**src/rtl/seven_segment_pkg.sv**
```systemverilog
// Shared constants for the seven-segment capture path: segment patterns (g..a, active low),
// anode codes and the settle/hold state encoding. No logic, no latency, no backpressure.
package seven_segment_pkg;

    localparam logic [6:0] SEG_0     = 7'b1000000;
    localparam logic [6:0] SEG_1     = 7'b1111001;
    localparam logic [6:0] SEG_2     = 7'b0100100;
    localparam logic [6:0] SEG_3     = 7'b0110000;
    localparam logic [6:0] SEG_4     = 7'b0011001;
    localparam logic [6:0] SEG_5     = 7'b0010010;
    localparam logic [6:0] SEG_6     = 7'b0000010;
    localparam logic [6:0] SEG_7     = 7'b1111000;
    localparam logic [6:0] SEG_8     = 7'b0000000;
    localparam logic [6:0] SEG_9     = 7'b0010000;
    localparam logic [6:0] SEG_BLANK = 7'b1111111;

    localparam logic [3:0] DIGIT_BLANK = 4'hF;

    localparam logic [3:0] AN_DIGIT0 = 4'b1110;
    localparam logic [3:0] AN_DIGIT1 = 4'b0111;
    localparam logic [3:0] AN_DIGIT2 = 4'b1011;
    localparam logic [3:0] AN_DIGIT3 = 4'b1101;
    localparam logic [3:0] AN_IDLE   = 4'b1111;

    typedef enum logic {
        SETTLE = 1'b0,
        HELD   = 1'b1
    } cap_state_t;

endpackage

```
**src/rtl/seg_pattern_decode.sv**
```systemverilog
// Maps an active-low g..a segment pattern back to a BCD digit or blank, flagging unknown patterns.
// Purely combinational, zero latency, no backpressure.
module seg_pattern_decode
    import seven_segment_pkg::*;
(
    input  logic [6:0] i_pattern,
    output logic       o_valid,
    output logic [3:0] o_value
);

    always_comb begin
        o_valid = 1'b1;
        o_value = DIGIT_BLANK;
        case (i_pattern)
            SEG_0:     o_value = 4'd0;
            SEG_1:     o_value = 4'd1;
            SEG_2:     o_value = 4'd2;
            SEG_3:     o_value = 4'd3;
            SEG_4:     o_value = 4'd4;
            SEG_5:     o_value = 4'd5;
            SEG_6:     o_value = 4'd6;
            SEG_7:     o_value = 4'd7;
            SEG_8:     o_value = 4'd8;
            SEG_9:     o_value = 4'd9;
            SEG_BLANK: o_value = DIGIT_BLANK;
            default:   o_valid = 1'b0;
        endcase
    end

endmodule

```
**src/rtl/seven_segment_capture.sv**
```systemverilog
// Samples the multiplexed seg/an bus, captures each slot once it has been stable, and publishes whole frames.
// Latency: SYNC_STAGES sync + STABLE_CYCLES settle + 1 output register; no backpressure (free-running observer).
module seven_segment_capture
    import seven_segment_pkg::*;
#(
    parameter int STABLE_CYCLES = 16,
    parameter int SYNC_STAGES   = 2
) (
    input  logic       clk,
    input  logic       rst_n,
    input  logic [7:0] seg_in,
    input  logic [3:0] an_in,
    input  logic       err_clr,
    output logic [3:0] digit0,
    output logic [3:0] digit1,
    output logic [3:0] digit2,
    output logic [3:0] digit3,
    output logic       frame_valid,
    output logic       frame_pulse,
    output logic       pattern_err
);

    localparam logic [7:0] CNT_LAST = 8'(STABLE_CYCLES - 1);

    logic [10:0] r_sync [SYNC_STAGES];
    logic [10:0] r_prev;
    logic [7:0]  r_count;
    cap_state_t  r_state;
    logic [3:0]  r_shadow [4];
    logic [3:0]  r_digit  [4];
    logic [3:0]  r_seen;
    logic        r_frame_valid;
    logic        r_frame_pulse;
    logic        r_pattern_err;

    logic [10:0] w_pair;
    logic [3:0]  w_an;
    logic        w_changed;
    logic        w_capture;
    logic        w_dec_vld;
    logic [3:0]  w_dec_val;
    logic        w_onecold;
    logic [1:0]  w_idx;
    logic        w_write;
    logic        w_err_event;
    logic [3:0]  w_seen_nxt;
    logic [3:0]  w_shadow_nxt [4];
    logic        w_unused_dp;

    // dp carries no digit information and is deliberately not sampled
    assign w_unused_dp = seg_in[7];

    always_ff @(posedge clk or negedge rst_n) begin
        if (!rst_n) begin
            for (int i = 0; i < SYNC_STAGES; i++) r_sync[i] <= '1;
        end else begin
            r_sync[0] <= {an_in, seg_in[6:0]};
            for (int i = 1; i < SYNC_STAGES; i++) r_sync[i] <= r_sync[i-1];
        end
    end

    assign w_pair    = r_sync[SYNC_STAGES-1];
    assign w_an      = w_pair[10:7];
    assign w_changed = (w_pair != r_prev);
    assign w_capture = (r_state == SETTLE) && !w_changed && (r_count == CNT_LAST);

    always_ff @(posedge clk or negedge rst_n) begin
        if (!rst_n) begin
            r_state <= SETTLE;
            r_count <= '0;
            r_prev  <= '1;
        end else begin
            r_prev <= w_pair;
            if (w_changed) begin
                r_state <= SETTLE;
                r_count <= '0;
            end else if (r_state == SETTLE) begin
                if (r_count == CNT_LAST) r_state <= HELD;
                else                     r_count <= r_count + 8'd1;
            end
        end
    end

    seg_pattern_decode u_decode (
        .i_pattern (w_pair[6:0]),
        .o_valid   (w_dec_vld),
        .o_value   (w_dec_val)
    );

    always_comb begin
        w_onecold = 1'b1;
        w_idx     = 2'd0;
        case (w_an)
            AN_DIGIT0: w_idx = 2'd0;
            AN_DIGIT1: w_idx = 2'd1;
            AN_DIGIT2: w_idx = 2'd2;
            AN_DIGIT3: w_idx = 2'd3;
            default:   w_onecold = 1'b0;
        endcase
    end

    assign w_write     = w_capture && w_onecold && w_dec_vld;
    assign w_err_event = w_capture && (w_onecold ? !w_dec_vld : (w_an != AN_IDLE));
    assign w_seen_nxt  = r_seen | (w_write ? (4'b0001 << w_idx) : 4'b0000);

    // the completing capture is written through so the frame includes it
    always_comb begin
        w_shadow_nxt = r_shadow;
        if (w_write) w_shadow_nxt[w_idx] = w_dec_val;
    end

    always_ff @(posedge clk or negedge rst_n) begin
        if (!rst_n) begin
            for (int i = 0; i < 4; i++) begin
                r_shadow[i] <= DIGIT_BLANK;
                r_digit[i]  <= DIGIT_BLANK;
            end
            r_seen        <= '0;
            r_frame_valid <= 1'b0;
            r_frame_pulse <= 1'b0;
            r_pattern_err <= 1'b0;
        end else begin
            r_shadow      <= w_shadow_nxt;
            r_frame_pulse <= 1'b0;
            if (w_seen_nxt == 4'b1111) begin
                r_digit       <= w_shadow_nxt;
                r_seen        <= '0;
                r_frame_pulse <= 1'b1;
                r_frame_valid <= 1'b1;
            end else begin
                r_seen <= w_seen_nxt;
            end
            if (w_err_event)  r_pattern_err <= 1'b1;
            else if (err_clr) r_pattern_err <= 1'b0;
        end
    end

    assign digit0      = r_digit[0];
    assign digit1      = r_digit[1];
    assign digit2      = r_digit[2];
    assign digit3      = r_digit[3];
    assign frame_valid = r_frame_valid;
    assign frame_pulse = r_frame_pulse;
    assign pattern_err = r_pattern_err;

endmodule

```
**config.mk**
```make
export PLATFORM = sky130hd
export DESIGN_NAME = seven_segment_capture
export DESIGN_NICKNAME = d
export VERILOG_FILES = /design/src/rtl/seven_segment_pkg.sv /design/src/rtl/seg_pattern_decode.sv /design/src/rtl/seven_segment_capture.sv
export SDC_FILE = /design/constraint.sdc
export NUM_CORES = 1
export LEC_CHECK = 0
export ABC_AREA = 0
export BUFFER_PORTS_ARGS = -buffer_cell sky130_fd_sc_hd__buf_2
export CORE_MARGIN = 10
export CORE_UTILIZATION = 30
export DETAILED_ROUTE_END_ITERATION = 8
export HOLD_SLACK_MARGIN = 0.15
export PLACE_DENSITY = 0.51
export REMOVE_ABC_BUFFERS = 1
export SETUP_SLACK_MARGIN = 0.2
export SYNTH_ARGS = -nofsm -noshare
export SYNTH_HDL_FRONTEND = slang
export SYNTH_SLANG_ARGS = --single-unit
```
**constraint.sdc**
```tcl
create_clock -name clk -period 5.2 [get_ports clk]
set_input_delay 0.78 -clock clk [delete_from_list [all_inputs] [get_ports clk]]
set_output_delay 0.78 -clock clk [all_outputs]
set_load 0.05 [all_outputs]
```
# Yosys cells after proc, flatten, opt, wreduce, memory -nomap -nowiden
# Index checks and enable logic that the tools add are counted.
# totals
regBits,81
input_bits,15
output_inout_bits,19
elab_cells,77
# classes
add_sub_neg,1
n_lt_le_gt_ge,2
n_eq_ne,20
shift,1
n_mux,20
n_bitwise,3
n_reduce_logical,13
# ops
cell,count
$pmux W4 S10,1
$eq A7 B7 Y1 const B,4
$mux W8,3
$eq A7 B5 Y1 const B,3
$bwmux W16,1
$eq A4 B4 Y1 const B,4
$mux W16,1
$eq A7 B6 Y1 const B,2
$mux W4,3
$ne A11 B11 Y1,1
$reduce_or A11 Y1,1
$mux W1,9
$add A8 B1 Y8 const B,1
$demux W4 S2,1
$eq A8 B4 Y1 const B,1
$eq A7 B2 Y1 const B,1
$logic_not A7 Y1,1
$logic_and A1 B1 Y1,6
$pmux W2 S3,1
$eq A4 B3 Y1 const B,1
$ne A4 B4 Y1 const B,1
$or A4 B4 Y4,1
$reduce_or A4 Y1,1
$shl A1 B2 Y4 const A,1
9 further kinds,10

# Depth between registers and ports, before layout
# Gate-level depths: netlist of run 1.
# depth
word_depth,10
depth_mapped,9
ltp_nobuf,8

# Cells and area by module
# From an unflattened synthesis of run 1, not the netlist that was laid out.
# unflattened
cells_unflattened,240
hier_area_um2,3329.4
# by_module_without_submodules
mod,n_inst,cells_each,area_each_um2,seq_area_each_um2
seven_segment_capture,1,205,3095.5,2108.3
seg_pattern_decode,1,35,234.0,0.0

# Worst setup path before layout of run 1
# OpenSTA, ideal clock, no wires.
# synth_timing
path_type,register to register
from,"register r_sync, in the netlist w_pair[5]"
to,"register r_digit, in the netlist digit2[2]"
setup_time_ns,0.085
arrival_ns,2.669
required_ns,5.115
setup_slack_ns,2.447
path_stages_with_launch,10
synth_period_minus_slack_ns,2.753
cell_sequence,dfstp_2 buf_2 xnor2_1 nand4_1 nor4_4 o211ai_2 nor2b_1 nor4_4 buf_4 mux2_1
# synth_between
elab_chain_len,9
word_cells_on_any_way,25
# synth_lines
element,line_no,source
"start, declared",seven_segment_capture.sv:25,logic [10:0] r_sync [SYNC_STAGES];
"parallel branches: the longest is 9 deep, another holds $reduce_or A11 Y1",-,
"end signal, assigned",seven_segment_capture.sv:126,r_digit <= w_shadow_nxt;
"end, declared",seven_segment_capture.sv:30,logic [3:0] r_digit [4];
# Several ways; the timed one is not identified.
# A chain may end at the register's enable or synchronous reset.

# Worst setup path after layout of run 1
# layout_timing
from,"register r_sync, in the netlist w_pair[6]"
to,"register r_digit, in the netlist digit0[0]"
# The elaborated chain is that of the path after synthesis.

==> metrics.txt, run 1 <==
io pins 34; Max Transition Viols Final 0; hold_buf cts 0; # diodes 0; Mapped Area approximately 3200 sq um; largest net degree at the start of global routing between 80 and 90; CTS-repair resized insts 0; chip width between 100 and 150 microns; HPWL after DPL approximately 3800 microns; fmax around 320 MHz; Reg clk slew, reported paths approximately 0.080 ns; gr usage total 0.0797; die area ~15000 sq um; Worst EP required about 5.5 ns; Ys Warns 0; MaxCap Viol Count 0; Power per Cell Area 322 nW/um^2; initial antenna violation count 0; r2r worst-path depth 8; grt ovf 0; Main synth FF type dfstp_2; post-layout minimum cycle time approximately 3.1 ns; Syn Inst Count between 200 and 250; drt drc 0; Final Setup Violations 0; area post-placement approximately 3500 sq um; unrepaired setup endpoints after global routing no; Core Region 10400 sq um; Worst setup EP type register; Fin. Hold Viols 0; setup TNS after final layout 0 ns; Rows 37; Routed Antenna Nets 0; Hold Path Class register to register; TritonCTS Sinks about 80; hold wc startpoint r_sync[12]; WL/cell between 10 and 15 microns; R2R setup slack approximately 2.1 ns; CTS tree built; Avg Cell Area, Syn ~13 sq um; starting DRC count in detailed routing 88; post-synthesis sequential area ratio 0.650; CP Class register to register; FF-to-FF End digit0[0]; Yosys cell types 43; Hold Path Depth 0; status completed; Worst setup SP type register; Post-synth EDFFs 0; number of global-route vias before repair about 1900; share of layout cells above drive strength 1 0.439; drt total wl between 5000 and 6000 microns; worst ir drop on vdd 0.224 mV; H-tree Lvls 3; crit share post-route 0.605; peak fanout along the critical path 18; Design Area, Final ~3700 sq um; Starting Density 0.311; static leakage around 0.0016 uW; count of input and output buffers 32; #FFs+latches synth 81; Setup WS post-layout 2.05 ns; buffer count from post-CTS setup fixing 0; Area Growth Syn to Fin 15.2%; Clock Path Buffers 2; first-pass detailed-route iteration total 4; Clock Latency Late Sink between 0.3 and 0.4 ns; Root Buffer clkbuf_8; worst path arrival time 3.42 ns; Slew @ Worst Pin 0.986 ns; gpl congestion between 0.7 and 0.8; via/cell ratio approximately 4.4; asr flop ratio synth 1.00; DIE HEIGHT 124 microns; number of filler cells placed in the layout between 1000 and 1500; Final #Nets around 300; CTS Buf Count 9; Worst Hold End w_pair[1]; Setup WS pre-CTS ~2 ns; RR Startpoint w_pair[6]; first-pass GRT wire length approximately 9500 microns; Rel. slew slack 0.343; setup skew after layout 0.00698 ns; via count roughly 1900
==> per-layer routing <==
| layer | wire (microns) | vias up | track usage |
|---|---|---|---|
| met3 | 224 | 5 | 0.0240 |
| met2 | 2650 | 40 | 0.114 |
| met1 | 2810 | 917 | 0.107 |
| met5 | 0 | - | 0 |
| li1 | - | 911 | - |
| met4 | 69 | 0 | 0.0388 |
==> cell families after synthesis <==
family | share of synthesized area
and+or+nand+nor | 0.142
DFF | 0.650
AOI/OAI and AO/OA | 0.0660
xor gates and xnor gates | 0.0540
muxes | 0.0617
buffers and inverters | 0.0224
adders and majority gates | 0.00386
==> placed cells by master (no fill, tap or decap), types with 3 or more instances in the layout <==
| cell | n |
|---|---|
| nand3b_1 | 3 |
| nor3_1 | 3 |
| nor2b_1 | 4 |
| dfrtp_1 | 16 |
| o211ai_2 | 3 |
| a21oi_1 | 4 |
| dfstp_2 | 65 |
| nand3_1 | 3 |
| buf_2 | 31 |
| nand4_1 | 3 |
| xor2_1 | 8 |
| clkbuf_8 | 9 |
| o21ai_1 | 3 |
| nor2_1 | 20 |
| nand2_1 | 25 |
| xnor2_1 | 12 |
| and3_1 | 3 |
| o21ai_0 | 16 |
| mux2_1 | 14 |
==> report_power, final <==
part           leakage [uW]  internal [uW]  total [uW]  switching (uW)
clock              0.000109            270         497             227
sequential         0.000901            655         670            15.1
combinational      0.000594           14.7        37.9            23.2
total               0.00160            940        1210             266
==> Yosys cell counts (3+ instances only) <==
master	instances	area share
nor2b_1	4	0.0077
nor2_1	20	0.023
xnor2_1	12	0.032
mux2_1	14	0.049
o21ai_1	3	0.0046
and3_1	3	0.0058
nand4_1	3	0.0058
nand3b_1	3	0.0069
dfrtp_1	16	0.12
o21ai_0	16	0.025
o211ai_2	3	0.012
dfstp_2	65	0.53
nor3_1	3	0.0046
a21oi_1	4	0.0062
nand3_1	3	0.0046
nand2_1	25	0.029
xor2_1	8	0.022
buf_2	7	0.011
==> stage by stage <==
stage | instances | hold slack, ns | util | power [uW]
2_1_floorplan | 236 | 0.345 | - | 695
3_3_place_gp | 405 | 0.346 | 0.338 | 718
3_5_place_dp | 405 | 0.347 | 0.338 | 720
4_1_cts | 421 | 0.359 | 0.359 | 1220
5_1_grt | 421 | 0.362 | 0.359 | 1260
6_report | 421 | 0.357 | 0.359 | 1210
==> worst max-delay path by stage <==
stage | from | cells past startpoint | slack [ns] | end
floorplan | w_pair[6] | 7 | 2.16 | digit0[0]
global placement | w_pair[6] | 8 | 2.02 | digit0[0]
detailed placement | w_pair[6] | 8 | 2.00 | digit1[3]
CTS | w_pair[6] | 8 | 2.00 | digit0[0]
global route | w_pair[5] | 8 | 1.81 | digit3[3]
finish | w_pair[6] | 8 | 2.05 | digit0[0]
==> flip-flops by register name, indices dropped and copies added (netlist names), 4 cells and up <==
| register | flops |
|---|---|
| digit0 | 4 |
| digit3 | 4 |
| digit1 | 4 |
| r_count | 8 |
| w_pair | 11 |
| r_prev | 11 |
| r_shadow | 16 |
| digit2 | 4 |
| r_seen | 4 |
| r_sync | 11 |
==> worst max-delay path, stage by stage (launching register included) <==
cell      delay, ns
dfstp_2        0.66
xnor2_1        0.14
nand4_1        0.19
nor4_4         0.48
o211ai_2       0.29
nor2b_1        0.25
nor4_4         0.40
buf_4          0.32
mux2_2         0.36
==> layout make-up <==
| cell class | count | area [sq um] | area share |
|---|---|---|---|
| timing repair buffer | 33 | 170 | 0.0455 |
| clock inverter | 7 | 95.1 | 0.0254 |
| sequential | 81 | 2110 | 0.564 |
| multi-input combinational | 153 | 1060 | 0.284 |
| tap | 136 | 170 | 0.0455 |
| clock buffer | 9 | 124 | 0.0331 |
| inverter | 2 | 7.51 | 0.00201 |
(Power assumes the default switching activity.)
==> inputs of run 2 (changes only) <==
Settings changed: PLACE_DENSITY 0.51 to 0.53.
Clock period 5.2 ns to 2.65 ns, I/O delays scaled along.
==> run 2 against run 1 <==
  * Clock-buffer cell count up 2
  * Hold slack worse by 0.13 ns
  * Combinational power rose to 3.5 times the previous value
  * Sequential power up 94%
  * Cell count up 11%
  * Setup slack worse by 2.0 ns
  * Via count up 6.3%
  * Die area unchanged
  * Total power up 93%
  * Sequential share of layout area down 6.0 points
  * Critical path type unchanged
  * Critical endpoint is now digit3[3]
  * Largest cell class unchanged
  * Highest routed layer unchanged
==> metrics.txt, run 2 (synthesized netlist as in run 1, its figures left out) <==
status completed; commonest non-fill, non-tap cell in the layout dfstp_2; worst path arrival time between 2 and 3 ns; Starting Density 0.311; H-tree Lvls 3; Reg with most FFs r_shadow; Worst setup EP type register; Worst setup SP type register; setup TNS after final layout 0 ns; Rows 37; io pins 34; Root Buffer clkbuf_8; HPWL after DPL 4150 microns; Crit path top cell by count buf_4; CP Class register to register; RR Startpoint w_pair[6]; share of layout cells above drive strength 1 0.500; # diodes 0; Rel. slew slack 0.571; worst ir drop on vdd between 0.3 and 0.4 mV; Worst path top cell family by delay simple AND/OR/NAND/NOR gates; fmax between 300 and 400 MHz; DIE HEIGHT 124 microns; number of filler cells placed in the layout ~1000; Core Region 10400 sq um; grt ovf 0; R2R setup slack approximately 0.062 ns; Fin. Hold Viols 0; Routed Antenna Nets 0; chip width around 120 microns; most frequent cells in the layout 65 x dfstp_2, 33 x buf_4, 31 x buf_2; Clock Latency Late Sink 0.35 ns; via/cell ratio around 4.3; die area between 15000 and 20000 sq um; Area Growth Syn to Fin 29.0%; Worst path max stage delay 0.55 ns; Max Transition Viols Final 0; count of input and output buffers 32; WL/cell 12.6 microns; Power per Cell Area 557 nW/um^2; post-layout minimum cycle time 2.59 ns; first-pass detailed-route iteration total 4; drt drc 0; largest net degree at the start of global routing 54; CTS tree built; Final #Nets between 300 and 400; number of global-route vias before repair ~2100; drt total wl 5890 microns; Slew @ Worst Pin between 0.6 and 0.7 ns; TritonCTS Sinks 81; final core utilization 0.402; first-pass GRT wire length approximately 10000 microns; Crit path buffers/inverters 2; hold slack 0.225 ns; unrepaired setup endpoints after global routing yes; Worst Setup SP w_pair[6]; Final Setup Violations 0; Clock Path Buffers 2; static leakage between 0.0015 and 0.002 uW; Reg clk slew, reported paths approximately 0.080 ns; via count between 1500 and 2000; Worst EP required 2.93 ns; starting DRC count in detailed routing 63; crit-path cells buf_4, and4_1, a32oi_2, o21ai_4, o211ai_2, nor2b_4, nor4_4, buf_4, mux2_1; gr usage total 0.0840; initial antenna violation count 0; max reg flops 16; gpl congestion roughly 0.78; Slowest cell on crit path dfstp_2; setup skew after layout between 0.009 and 0.01 ns; Hold Path Class primary input to register; CTS Buf Count 9; peak fanout along the critical path 9; crit share post-route 0.977; MaxCap Viol Count 0; hold wc startpoint err_clr
==> run 2: cell count changes in the layout (fill, tap and decap cells not counted), moves of 2 or more <==
| cell | change |
|---|---|
| buf_12 | +2 |
| buf_4 | +31 |
| clkinv_2 | -2 |
| dlygate4sd3_1 | +12 |
| mux2_1 | -4 |
| mux2_4 | +4 |
| nor2b_1 | -2 |
| nor2b_4 | +2 |
==> run 2: final timing paths <==
kind | end | depth (start not counted)
hold / removal | pattern_err | 2
hold reg to reg | w_pair[7] | 0
max in group asynchronous | r_prev[8] | 3
min in group asynchronous | frame_pulse | 2
setup reg to reg | digit3[3] | 9
setup / recovery | digit3[3] | 9
==> run 2: power by group <==
group / internal (uW) / total [uW] / leakage (uW) / switching, uW
clock: 466 / 898 / 0.0000962 / 432
sequential: 1280 / 1300 / 0.000901 / 14.3
combinational: 62.7 / 133 / 0.000836 / 70.2
total: 1810 / 2330 / 0.00183 / 516
==> run 2: cell type report <==
class | count | area, sq um | area share
repair buffers | 78 | 563 | 0.135
well taps | 136 | 170 | 0.0407
clock inverters | 5 | 62.6 | 0.0150
clock buffers | 11 | 141 | 0.0338
inverters | 2 | 7.51 | 0.00179
flip-flops and latches | 81 | 2110 | 0.504
multi-input cells | 153 | 1130 | 0.270
==> run 2: metrics by stage <==
step	area, sq um	power (uW)	worst slack [ns]	cells
after floorplan	3180	1360	-0.393	236
after global placement	3720	1430	-0.0147	430
after detailed placement	3720	1430	-0.0493	430
after CTS	4170	2370	0.0455	465
after global routing	4180	2440	-0.0986	466
final	4180	2330	0.0622	466
==> run 2: repair_timing <==
action,in CTS,in global routing
pin swaps,1,0
hold endpoints to repair,27,0
endpoints found under the setup margin,19,21
resized for setup,12,1
hold buffers,12,0
buffers inserted,7,1
==> run 2: routing by layer <==
metal / routed length (microns) / track usage / up-vias
met5: 0 / 0 / -
met2: 2740 / 0.124 / 35
met3: 320 / 0.0348 / 9
li1: - / - / 1002
met1: 2740 / 0.109 / 945
met4: 81 / 0.0302 / 0
==> inputs of run 3 (changes only) <==
Settings changed: RECOVER_POWER set to 50.
==> run 3 against run 2 <==
  * First-iteration DRC count increased by 4.8%
  * Cell count unchanged
  * Via count decreased by 0.30%
  * Critical path type unchanged
  * Largest cell class unchanged
==> metrics.txt, run 3 (synthesized netlist as in run 1, its figures left out) <==
Setup WS pre-CTS -0.0493 ns; H-tree Lvls 3; Max Transition Viols Final 0; post-layout minimum cycle time approximately 2.6 ns; first-pass detailed-route iteration total 4; chip width ~120 microns; gr usage total 0.0840; drt total wl 5890 microns; Logic pwr share 0.057; Clock Latency Late Sink ~0.35 ns; largest net degree at the start of global routing 54; unrepaired setup endpoints after global routing yes; grt ovf 0; setup skew after layout 0.00929 ns; gpl congestion 0.783; Core Region about 10000 sq um; peak fanout along the critical path 10; Clock power frac 0.386; DIE HEIGHT 124 microns; fmax between 300 and 400 MHz; starting DRC count in detailed routing 66; share of layout cells above drive strength 1 0.494; Power per Cell Area approximately 560 nW/um^2; io pins 34; CP Class register to register; Worst EP required roughly 2.9 ns; static leakage ~0.0018 uW; WL/cell 12.6 microns; Hold Path Class primary input to register; Area Growth Syn to Fin 28.9%; Worst setup SP type register; drt drc 0; Psw 517 uW; initial antenna violation count 0; switching part of the total 0.222; Slew @ Worst Pin ~1.3 ns; via/cell ratio 4.26; CTS tree built; worst path arrival time about 2.9 ns; hold slack between 0.2 and 0.25 ns; via count roughly 2000; max reg flops 16; TritonCTS Sinks ~80; crit share post-route 0.976; Clock Path Buffers 2; HPWL after DPL between 4000 and 5000 microns; commonest non-fill, non-tap cell in the layout dfstp_2; footprint of the multi-input gates 1130 sq um; Reg clk slew, reported paths 0.08 ns; number of filler cells placed in the layout 1000; worst ir drop on vdd about 0.32 mV; FF+latch area around 2100 sq um; Final Setup Violations 0; CTS Buf Count 9; Final #Nets approximately 340; Rel. slew slack 0.165; status completed; Reg with most FFs r_shadow; Routed Antenna Nets 0; most frequent cells in the layout 63 x dfstp_2, 32 x buf_4, 31 x buf_2; Worst setup EP type register; P_int around 1800 uW; number of global-route vias before repair between 2000 and 2500; Starting Density 0.311; MaxCap Viol Count 0; Root Buffer clkbuf_8; # diodes 0; Setup WS post-layout around 0.063 ns; die area about 15000 sq um; first-pass GRT wire length between 10000 and 15000 microns; count of input and output buffers 32; Fin. Hold Viols 0; register share of total power 0.557; Rows 37
==> run 3: what timing repair did <==
item,4_1_cts,5_1_grt
gates resized for setup,12,1
hold buffers,12,0
setup buffers,7,1
setup endpoints to repair,19,21
cloned,0,0
endpoints found under the hold margin,27,0
pin swaps,1,0
==> run 3: routing by layer <==
metal,vias up,part of all wire,track usage
li1,1002,-,-
met1,939,0.46,0.109
met2,35,0.47,0.124
met3,9,0.054,0.0348
met4,0,0.014,0.0302
met5,-,0,0
==> run 3: final timing paths <==
check | to | start | slack, ns | cells past startpoint
worst min-delay path | pattern_err | err_clr | 0.23 | 2
worst max register to register | digit3[3] | w_pair[5] | 0.06 | 9
worst min register to register | w_pair[5] | r_sync[16] | 0.36 | 0
min in group asynchronous | frame_pulse | rst_n | 0.85 | 2
max in group asynchronous | r_prev[8] | rst_n | 0.83 | 3
worst max-delay path | digit3[3] | w_pair[5] | 0.06 | 9
==> run 3: critical path, stage by stage, from the launching register on <==
cell,delay (ns)
dfstp_2,0.55
buf_4,0.18
and4_1,0.24
a32oi_2,0.10
o21ai_4,0.26
o211ai_2,0.13
nor2b_4,0.16
nor4_4,0.35
buf_4,0.23
mux2_1,0.32
==> run 3: area by class of cell <==
type | count | area share
Clock inverter | 5 | 0.0150
Multi-Input combinational cell | 153 | 0.270
Sequential cell | 81 | 0.504
Timing Repair Buffer | 78 | 0.134
Inverter | 2 | 0.00180
Clock buffer | 11 | 0.0338
Tap cell | 136 | 0.0407
==> run 3: power groups by stage <==
stage	logic [uW]	clock network, uW	registers, uW
2_1_floorplan	36.5	0	1330
3_3_place_gp	108	0	1320
3_5_place_dp	110	0	1320
4_1_cts	135	940	1300
5_1_grt	151	989	1300
6_report	132	898	1300
==> run 3: metrics by stage <==
| stage | setup TNS, ns | instance area (sq um) | power [uW] | util | std cells |
|---|---|---|---|---|---|
| 5_1_grt | -1.25 | 4180 | 2440 | 0.401 | 466 |
| 2_1_floorplan | -6.65 | 3180 | 1360 | - | 236 |
| 4_1_cts | 0 | 4170 | 2370 | 0.400 | 465 |
| 3_3_place_gp | -0.134 | 3720 | 1430 | 0.357 | 430 |
| 6_report | 0 | 4180 | 2330 | 0.401 | 466 |
| 3_5_place_dp | -0.522 | 3720 | 1430 | 0.357 | 430 |
